### config.mk
export PLATFORM = sky130hd
export DESIGN_NAME = axilite_reg_slave
export DESIGN_NICKNAME = d
export VERILOG_FILES = /design/src/rtl/axilite_reg_slave.sv
export SDC_FILE = /design/constraint.sdc
export NUM_CORES = 1
export LEC_CHECK = 0
export CORE_MARGIN = 1
export CORE_UTILIZATION = 52
export CTS_CLUSTER_DIAMETER = 40
export DETAILED_ROUTE_END_ITERATION = 12
export GPL_TIMING_DRIVEN = 0
export PLACE_DENSITY = 0.84
export SETUP_SLACK_MARGIN = 0.5
export SYNTH_ARGS = -nofsm -noshare
export SYNTH_HDL_FRONTEND = slang
export SYNTH_SLANG_ARGS = --single-unit
### constraint.sdc
create_clock -name axi_clk -period 4.2 [get_ports axi_clk]
set_input_delay 0.84 -clock axi_clk [delete_from_list [all_inputs] [get_ports axi_clk]]
set_output_delay 0.84 -clock axi_clk [all_outputs]
set_load 0.05 [all_outputs]
### src/rtl/axilite_reg_slave.sv
// rtl/axilite_reg_slave.sv - AXI4-Lite register bank with parallel register export
// Optional out-of-window SLVERR decode enabled by defining AXI_SLVERR_EN.
module axilite_reg_slave #(
    parameter int          NREG      = 8,
    parameter logic [31:0] BASE_ADDR = 32'h1faf_0000
) (
    input  logic                 axi_clk,
    input  logic                 axi_reset,
    input  logic [31:0]          axi_awaddr,
    input  logic [2:0]           axi_awprot,
    input  logic                 axi_awvalid,
    output logic                 axi_awready,
    input  logic [31:0]          axi_wdata,
    input  logic [3:0]           axi_wstrb,
    input  logic                 axi_wvalid,
    output logic                 axi_wready,
    output logic [1:0]           axi_bresp,
    output logic                 axi_bvalid,
    input  logic                 axi_bready,
    input  logic [31:0]          axi_araddr,
    input  logic [2:0]           axi_arprot,
    input  logic                 axi_arvalid,
    output logic                 axi_arready,
    output logic [31:0]          axi_rdata,
    output logic [1:0]           axi_rresp,
    output logic                 axi_rvalid,
    input  logic                 axi_rready,
    output logic [32*NREG-1:0]   regs_out
);

    localparam int IW = $clog2(NREG);

    logic [31:0] r_regs [NREG];
    logic        r_aw_got;
    logic [31:0] r_awaddr;
    logic        r_w_got;
    logic [31:0] r_wdata;
    logic [3:0]  r_wstrb;
    logic        r_bvalid;
    logic [1:0]  r_bresp;
    logic        r_rvalid;
    logic [31:0] r_rdata;
    logic [1:0]  r_rresp;

    logic          w_aw_hs;
    logic          w_w_hs;
    logic          w_ar_hs;
    logic          w_commit;
    logic [31:0]   w_aw_addr;
    logic [31:0]   w_wdata;
    logic [3:0]    w_wstrb;
    logic [IW-1:0] w_widx;
    logic [IW-1:0] w_ridx;
    logic          w_wr_ok;
    logic          w_rd_ok;
    logic          w_unused;

    assign axi_awready = ~r_aw_got & ~r_bvalid;
    assign axi_wready  = ~r_w_got & ~r_bvalid;
    assign axi_arready = ~r_rvalid;
    assign axi_bvalid  = r_bvalid;
    assign axi_bresp   = r_bresp;
    assign axi_rvalid  = r_rvalid;
    assign axi_rdata   = r_rdata;
    assign axi_rresp   = r_rresp;

    assign w_aw_hs = axi_awvalid & axi_awready;
    assign w_w_hs  = axi_wvalid & axi_wready;
    assign w_ar_hs = axi_arvalid & axi_arready;

    // Commit as soon as both halves are present, whether latched earlier or arriving now.
    assign w_commit  = (r_aw_got | w_aw_hs) & (r_w_got | w_w_hs);
    assign w_aw_addr = r_aw_got ? r_awaddr : axi_awaddr;
    assign w_wdata   = r_w_got ? r_wdata : axi_wdata;
    assign w_wstrb   = r_w_got ? r_wstrb : axi_wstrb;
    assign w_widx    = w_aw_addr[IW+1:2];
    assign w_ridx    = axi_araddr[IW+1:2];

`ifdef AXI_SLVERR_EN
    assign w_wr_ok = (w_aw_addr[31:IW+2] == BASE_ADDR[31:IW+2]);
    assign w_rd_ok = (axi_araddr[31:IW+2] == BASE_ADDR[31:IW+2]);
`else
    assign w_wr_ok = 1'b1;
    assign w_rd_ok = 1'b1;
`endif

    assign w_unused = ^{axi_awprot, axi_arprot, w_aw_addr, axi_araddr};

    always_ff @(posedge axi_clk) begin
        if (axi_reset) begin
            r_aw_got <= 1'b0;
            r_awaddr <= '0;
            r_w_got  <= 1'b0;
            r_wdata  <= '0;
            r_wstrb  <= '0;
            r_bvalid <= 1'b0;
            r_bresp  <= 2'b00;
            r_rvalid <= 1'b0;
            r_rdata  <= '0;
            r_rresp  <= 2'b00;
            for (int i = 0; i < NREG; i++) begin
                r_regs[i] <= '0;
            end
        end else begin
            if (r_bvalid && axi_bready) begin
                r_bvalid <= 1'b0;
            end
            if (w_commit) begin
                r_aw_got <= 1'b0;
                r_w_got  <= 1'b0;
                r_bvalid <= 1'b1;
                r_bresp  <= w_wr_ok ? 2'b00 : 2'b10;
                if (w_wr_ok) begin
                    for (int b = 0; b < 4; b++) begin
                        if (w_wstrb[b]) begin
                            r_regs[w_widx][8*b +: 8] <= w_wdata[8*b +: 8];
                        end
                    end
                end
            end else begin
                if (w_aw_hs) begin
                    r_aw_got <= 1'b1;
                    r_awaddr <= axi_awaddr;
                end
                if (w_w_hs) begin
                    r_w_got <= 1'b1;
                    r_wdata <= axi_wdata;
                    r_wstrb <= axi_wstrb;
                end
            end

            if (r_rvalid && axi_rready) begin
                r_rvalid <= 1'b0;
            end
            // Sampled before this edge's write lands, so a colliding read sees the old value.
            if (w_ar_hs) begin
                r_rvalid <= 1'b1;
                r_rdata  <= w_rd_ok ? r_regs[w_ridx] : 32'h0;
                r_rresp  <= w_rd_ok ? 2'b00 : 2'b10;
            end
        end
    end

    for (genvar g = 0; g < NREG; g++) begin : g_out
        assign regs_out[32*g +: 32] = r_regs[g];
    end

endmodule
Word level (Yosys, flattened, before mapping):

Memories as Yosys holds them, arrays and structs flattened. A register that Yosys moved wholly into a read port is not among the register bits.
Cells that the tools add are included.

* output and inout port bits: 297
* bits in writable memories: 256
* word-level logic and storage cells: 57
* flip-flop bits (word level): 45
* bits of input ports: 113
* memories kept: 1

Memories
* r_regs: words 8, width 32, read ports 9, clocked after Yosys merged registers in 1, write ports 8, line 33 `logic [31:0] r_regs [NREG];`

* bitwise gates (word level): 13
* reductions and logical operators: 8
* mux-type cells: 28

Operators with widths (number)
* 2-to-1 mux 32 bit: 2
* OR reduction 32 bit: 1
* 2-to-1 mux 1 bit: 22
* 2-to-1 mux 4 bit: 2
* AND 1 bit: 6
* 2-to-1 mux 5 bit: 1
* inverter 1 bit: 5
* AND reduction 2 bit: 2
* nonzero test 2 bit: 2
* 2-to-1 mux 3 bit: 1
* logical AND 1 bit: 2
* bitwise OR 1 bit: 2
* OR reduction 2 bit: 1

Longest topological paths before layout:

* word-level depth: 10
* depth in mapped cells: 8

Worst setup path before layout:

Ideal clock, no wire load.

* path type: input to register
* start: input port axi_awaddr[4]
* end: memory r_regs[2][10], enable pin
* buffers on the path: 0
* setup slack: 1.397 ns
* cell stages on the path: 4
* data required time: 3.866 ns
* arrival time: 2.468 ns
* cells stage by stage: or3b_2 a2111oi_4 nand2_2 nand2b_1

RTL lines
* start, declared: line 9 `input logic [31:0] axi_awaddr,`
* end, declared: line 33

Final worst setup path:

* start: register r_w_got
* end: output port axi_wready

* cells in the longest elaborated chain, start to end: 2

Ends and longest elaborated chain
* start, declared: line 36 `logic r_w_got;`
* start signal, assigned: line 93 `r_w_got <= 1'b0;`
* start signal, assigned: line 110 `r_w_got <= 1'b0;`
* start signal, assigned: line 126 `r_w_got <= 1'b1;`
* inverter 1 bit: line 59 `assign axi_wready = ~r_w_got & ~r_bvalid;`
* AND 1 bit: line 59
* end, declared: line 16 `output logic axi_wready,`

No other way between the ends.

==> flow_summary.yaml <==
run_status:
  status: "completed"
power:
  power.static_leakage_nw: 7.18
  powerDensity_mw_per_mm2: 452
  worst_ir_drop_vdd_mv: 0.319
global_routing:
  total_congestion_overflow_after_global_routing: 0
  global_route_wire_length_before_repair_um: 69200
  number_of_antenna_violations_at_the_first_check_in_global_routing: 6
  first_global_vias: 11651
  maximum_number_of_pins_on_one_net_before_global_route_repair: 14
  gr-usage-all-layers_pct: 33.8
layout:
  final_net_count: 1712
  final_core_util_pct: 72.7
  syn2layout_area_growth_pct: 37.2
  final.fill_count: 1800
  share_of_layout_cells_above_drive_strength_1_pct: 6.37
worst_setup_path:
  worst_ep_arrival_time_ns: 2.70
  timing.reg2reg.setup_slack_ns: 0.92
  cp_slowest_cell: "sky130_fd_sc_hd__clkdlybuf4s50_1"
  cp-start-kind: "flip-flop"
  crit-reg2reg-launch: "r_aw_got$_SDFFE_PP0P_"
  timing.critical_path.max_delay_family: "buffers and inverters"
  critPathMostFrequentCell: "sky130_fd_sc_hd__clkbuf_2"
  critical_path_required_ns: 3.36
  slowest_cell_delay_on_critical_path_ns: 0.71
  critPathCaptureType: "primary output"
  worstPathBufferInverterCount: 4
  critical_path_class: "reg2out"
  largest_fanout_of_any_net_on_the_critical_path: 10
  r2r.worst_path.cells: 6
  cell_breakdown_of_the_critical_path: "clkbuf_1, clkbuf_2, clkbuf_2, nor2_1, clkdlybuf4s50_1"
  worstReg2RegEnd: "r_regs[7][10]$_SDFFCE_PN0P_"
synthesis:
  synth_area_mm2: 0.0142
  postSynthAreaPerCell_um2: 11.7
  yosys_register_bits: 331
  synth_largest_area_cell: "sky130_fd_sc_hd__edfxtp_1"
  post_synth_inst_count: 1212
  synth_top_area_share_pct: 54.0
  synth_top_cells_by_area: "sky130_fd_sc_hd__edfxtp_1, sky130_fd_sc_hd__mux2i_1, sky130_fd_sc_hd__dfxtp_1"
  number_of_distinct_library_cell_variants_in_the_gate_level_netlist_after_synthesis: 31
  yosysSeqAreaShare_pct: 64.6
  synth_warnings: 0
route:
  via_count: 11894
  finalWirelength_um: 48100
  drt-wirelength-per-cell_um: 24.3
  drc: 0
  ant_nets: 0
  drt_iter0_markers: 1433
  drt-vias-per-instance: 6.01
  drt_pass1_iterations: 5
die:
  io-pin-count: 410
  die-width_um: 167
  core_region_area_mm2: 0.0269
  floorplan.initialDensity_pct: 53.0
  floorplan.die_area_mm2: 0.0280
  placement_rows: 60
  die_h_um: 167
flow_run:
  cap_violations: 0
clock_network:
  htreeDepth: 2
  clkLatencyLatePin_ns: 0.54
  root_buffer: "sky130_fd_sc_hd__clkbuf_16"
  numClockSinks: 331
  tritoncts.num_buffers: 42
  post_cts_hold_buffer_count: 0
  cts_max_path_buffers: 3
  cts_tree: "done"
  path_clk_slew_ns: 0.05
sta:
  final.setup_skew_ns: 0.0142
  post-route-min-period_ns: 3.54
  finalSetupViolCount: 0
  layout_worst_path_cycle_share_pct: 84.2
  setup_slack_ns: 0.663
  grt_setup_unrepaired: "false"
  max_slew_margin_pct: 23.5
  timing.final.max_slew_violations: 0
  fmax_mhz: 283
  tightestPinTransition_ns: 1.15
  finalHoldViolations: 0
place:
  dpl.hpwl_um: 34900
  place.port_buffers: 340
  gpl.final_weighted_congestion: 0.907
  dp_worst_setup_slack_ns: -0.103
min_path:
  worstHoldPathType: "reg2reg"
  hold_start: "r_wdata[0]$_SDFFE_PP0P_"
  whs_path_depth: 2
  worstHoldEndpoint: "r_wdata[0]$_SDFFE_PP0P_"
[state kept, by name, indices dropped and copies added, names as in the netlist]
signal      flops
axi_rdata      32
axi_rvalid      1
r_regs        256
r_wdata        32
r_aw_got        1
axi_bvalid      1
r_wstrb         4
r_w_got         1
r_awaddr        3
[cells in the mapped netlist]
cell and n:
sky130_fd_sc_hd__nor2_1 311, sky130_fd_sc_hd__edfxtp_1 256, sky130_fd_sc_hd__mux2i_1 169, sky130_fd_sc_hd__nand2_1 89, sky130_fd_sc_hd__dfxtp_1 75, sky130_fd_sc_hd__a21oi_1 70, sky130_fd_sc_hd__a22oi_1 64, sky130_fd_sc_hd__clkbuf_1 54
sky130_fd_sc_hd__nor3_1 33, sky130_fd_sc_hd__nand2b_1 32, sky130_fd_sc_hd__nand2_2 16, sky130_fd_sc_hd__buf_1 6, sky130_fd_sc_hd__nand3b_1 5, sky130_fd_sc_hd__buf_4 4, sky130_fd_sc_hd__a2111oi_4 3, sky130_fd_sc_hd__nor2b_1 3
sky130_fd_sc_hd__or3b_2 3, sky130_fd_sc_hd__buf_2 2, sky130_fd_sc_hd__inv_1 2, sky130_fd_sc_hd__mux2_2 2, sky130_fd_sc_hd__nor3b_1 2, sky130_fd_sc_hd__or3_1 2, sky130_fd_sc_hd__a2111oi_2 1, sky130_fd_sc_hd__a211oi_1 1
sky130_fd_sc_hd__a21boi_1 1, sky130_fd_sc_hd__and2_1 1, sky130_fd_sc_hd__and3b_1 1, sky130_fd_sc_hd__conb_1 1, sky130_fd_sc_hd__nand3_1 1, sky130_fd_sc_hd__o22ai_1 1, sky130_fd_sc_hd__o31ai_1 1
[cells in the final DEF (no fill, tap or decap), drive strengths merged, types with 4 or more instances in the layout]
master         count
a22oi             64
clkdlybuf4s50    340
nand3b             5
dfxtp             75
diode              6
edfxtp           256
nand2b            32
mux2i            169
nand2            105
conb               4
inv                8
bufinv             5
a2111oi            4
nor3              33
a21oi             70
nor2             311
clkbuf           102
clkinv            15
buf               12
clkinvlp           4
[where the power goes]
| group | switching [mW] | internal [mW] |
|---|---|---|
| Clock | 1.44 | 2.20 |
| Combinational | 0.990 | 0.426 |
| Sequential | 0.106 | 3.67 |
[worst register-to-register path: cells and delay by family, from the launching register on]
family                 cells  cell delay [ns]
buffers and inverters      2             0.56
AO/OA/AOI/OAI              1             0.82
flip-flops                 1             0.30
AND/OR/NAND/NOR            3             1.24
[how the worst max path moves through the flow]
stage | from | endpoint | slack (ns) | cells after the start
detailed placement | axi_wvalid | r_regs[7][8]$_SDFFCE_PN0P_ | -0.10 | 5
global placement | axi_wvalid | r_regs[7][12]$_SDFFCE_PN0P_ | 0.03 | 5
CTS | r_w_got$_SDFFE_PP0P_ | axi_wready | 0.69 | 5
finish | r_w_got$_SDFFE_PP0P_ | axi_wready | 0.66 | 5
floorplan | axi_awaddr[4] | r_regs[2][10]$_SDFFCE_PN0P_ | 1.40 | 4
global route | r_w_got$_SDFFE_PP0P_ | axi_wready | 0.59 | 5
[area by class of cell]
| type | instances | area [um^2] | area share, % |
|---|---|---|---|
| tap | 341 | 427 | 2.18 |
| multi-input combinational | 816 | 4800 | 24.6 |
| clock buffer | 48 | 1080 | 5.55 |
| clock inverter | 30 | 339 | 1.74 |
| inverter | 2 | 7.51 | 0.0384 |
| timing repair buffer | 340 | 3400 | 17.4 |
| sequential | 331 | 9190 | 47.1 |
| buffer | 66 | 268 | 1.37 |
| antenna | 6 | 15.0 | 0.0769 |
[kinds of logic (layout without fill, tap and decap cells)]
family	Yosys count	in the layout	share of synthesized area, %
AOI/OAI and AO/OA	142	142	6.72
buffers and inverters	68	486	1.92
DFF	331	331	64.6
muxes	171	171	12.0
other	1	10	0.0263
and+or+nand+nor	499	499	14.7
[routing by layer]
layer | global-route usage (%) | part of all wire [%] | vias to the layer above
met5 | 0 | 0 | -
met2 | 55.9 | 48 | 948
met3 | 7.40 | 12 | 172
met4 | 17.9 | 4.8 | 0
met1 | 41.5 | 36 | 5667
li1 | - | - | 5107
[through the flow]
step	power (mW)	setup TNS [ns]	hold WS [ns]	cell area, um^2	instances
after floorplan	4.70	0	0.436	14200	1215
after global placement	5.21	0	0.441	18100	1896
after detailed placement	5.23	-1.43	0.447	18100	1896
after CTS	8.81	0	0.454	19500	1974
after global routing	9.04	0	0.468	19500	1980
final	8.84	0	0.454	19500	1980
[what timing repair did]
item | CTS | global route
gates resized for setup | 3 | 0
setup buffers | 0 | 0
setup endpoints to repair | 17 | 0
Note: power is estimated with default switching activity, not from simulation.
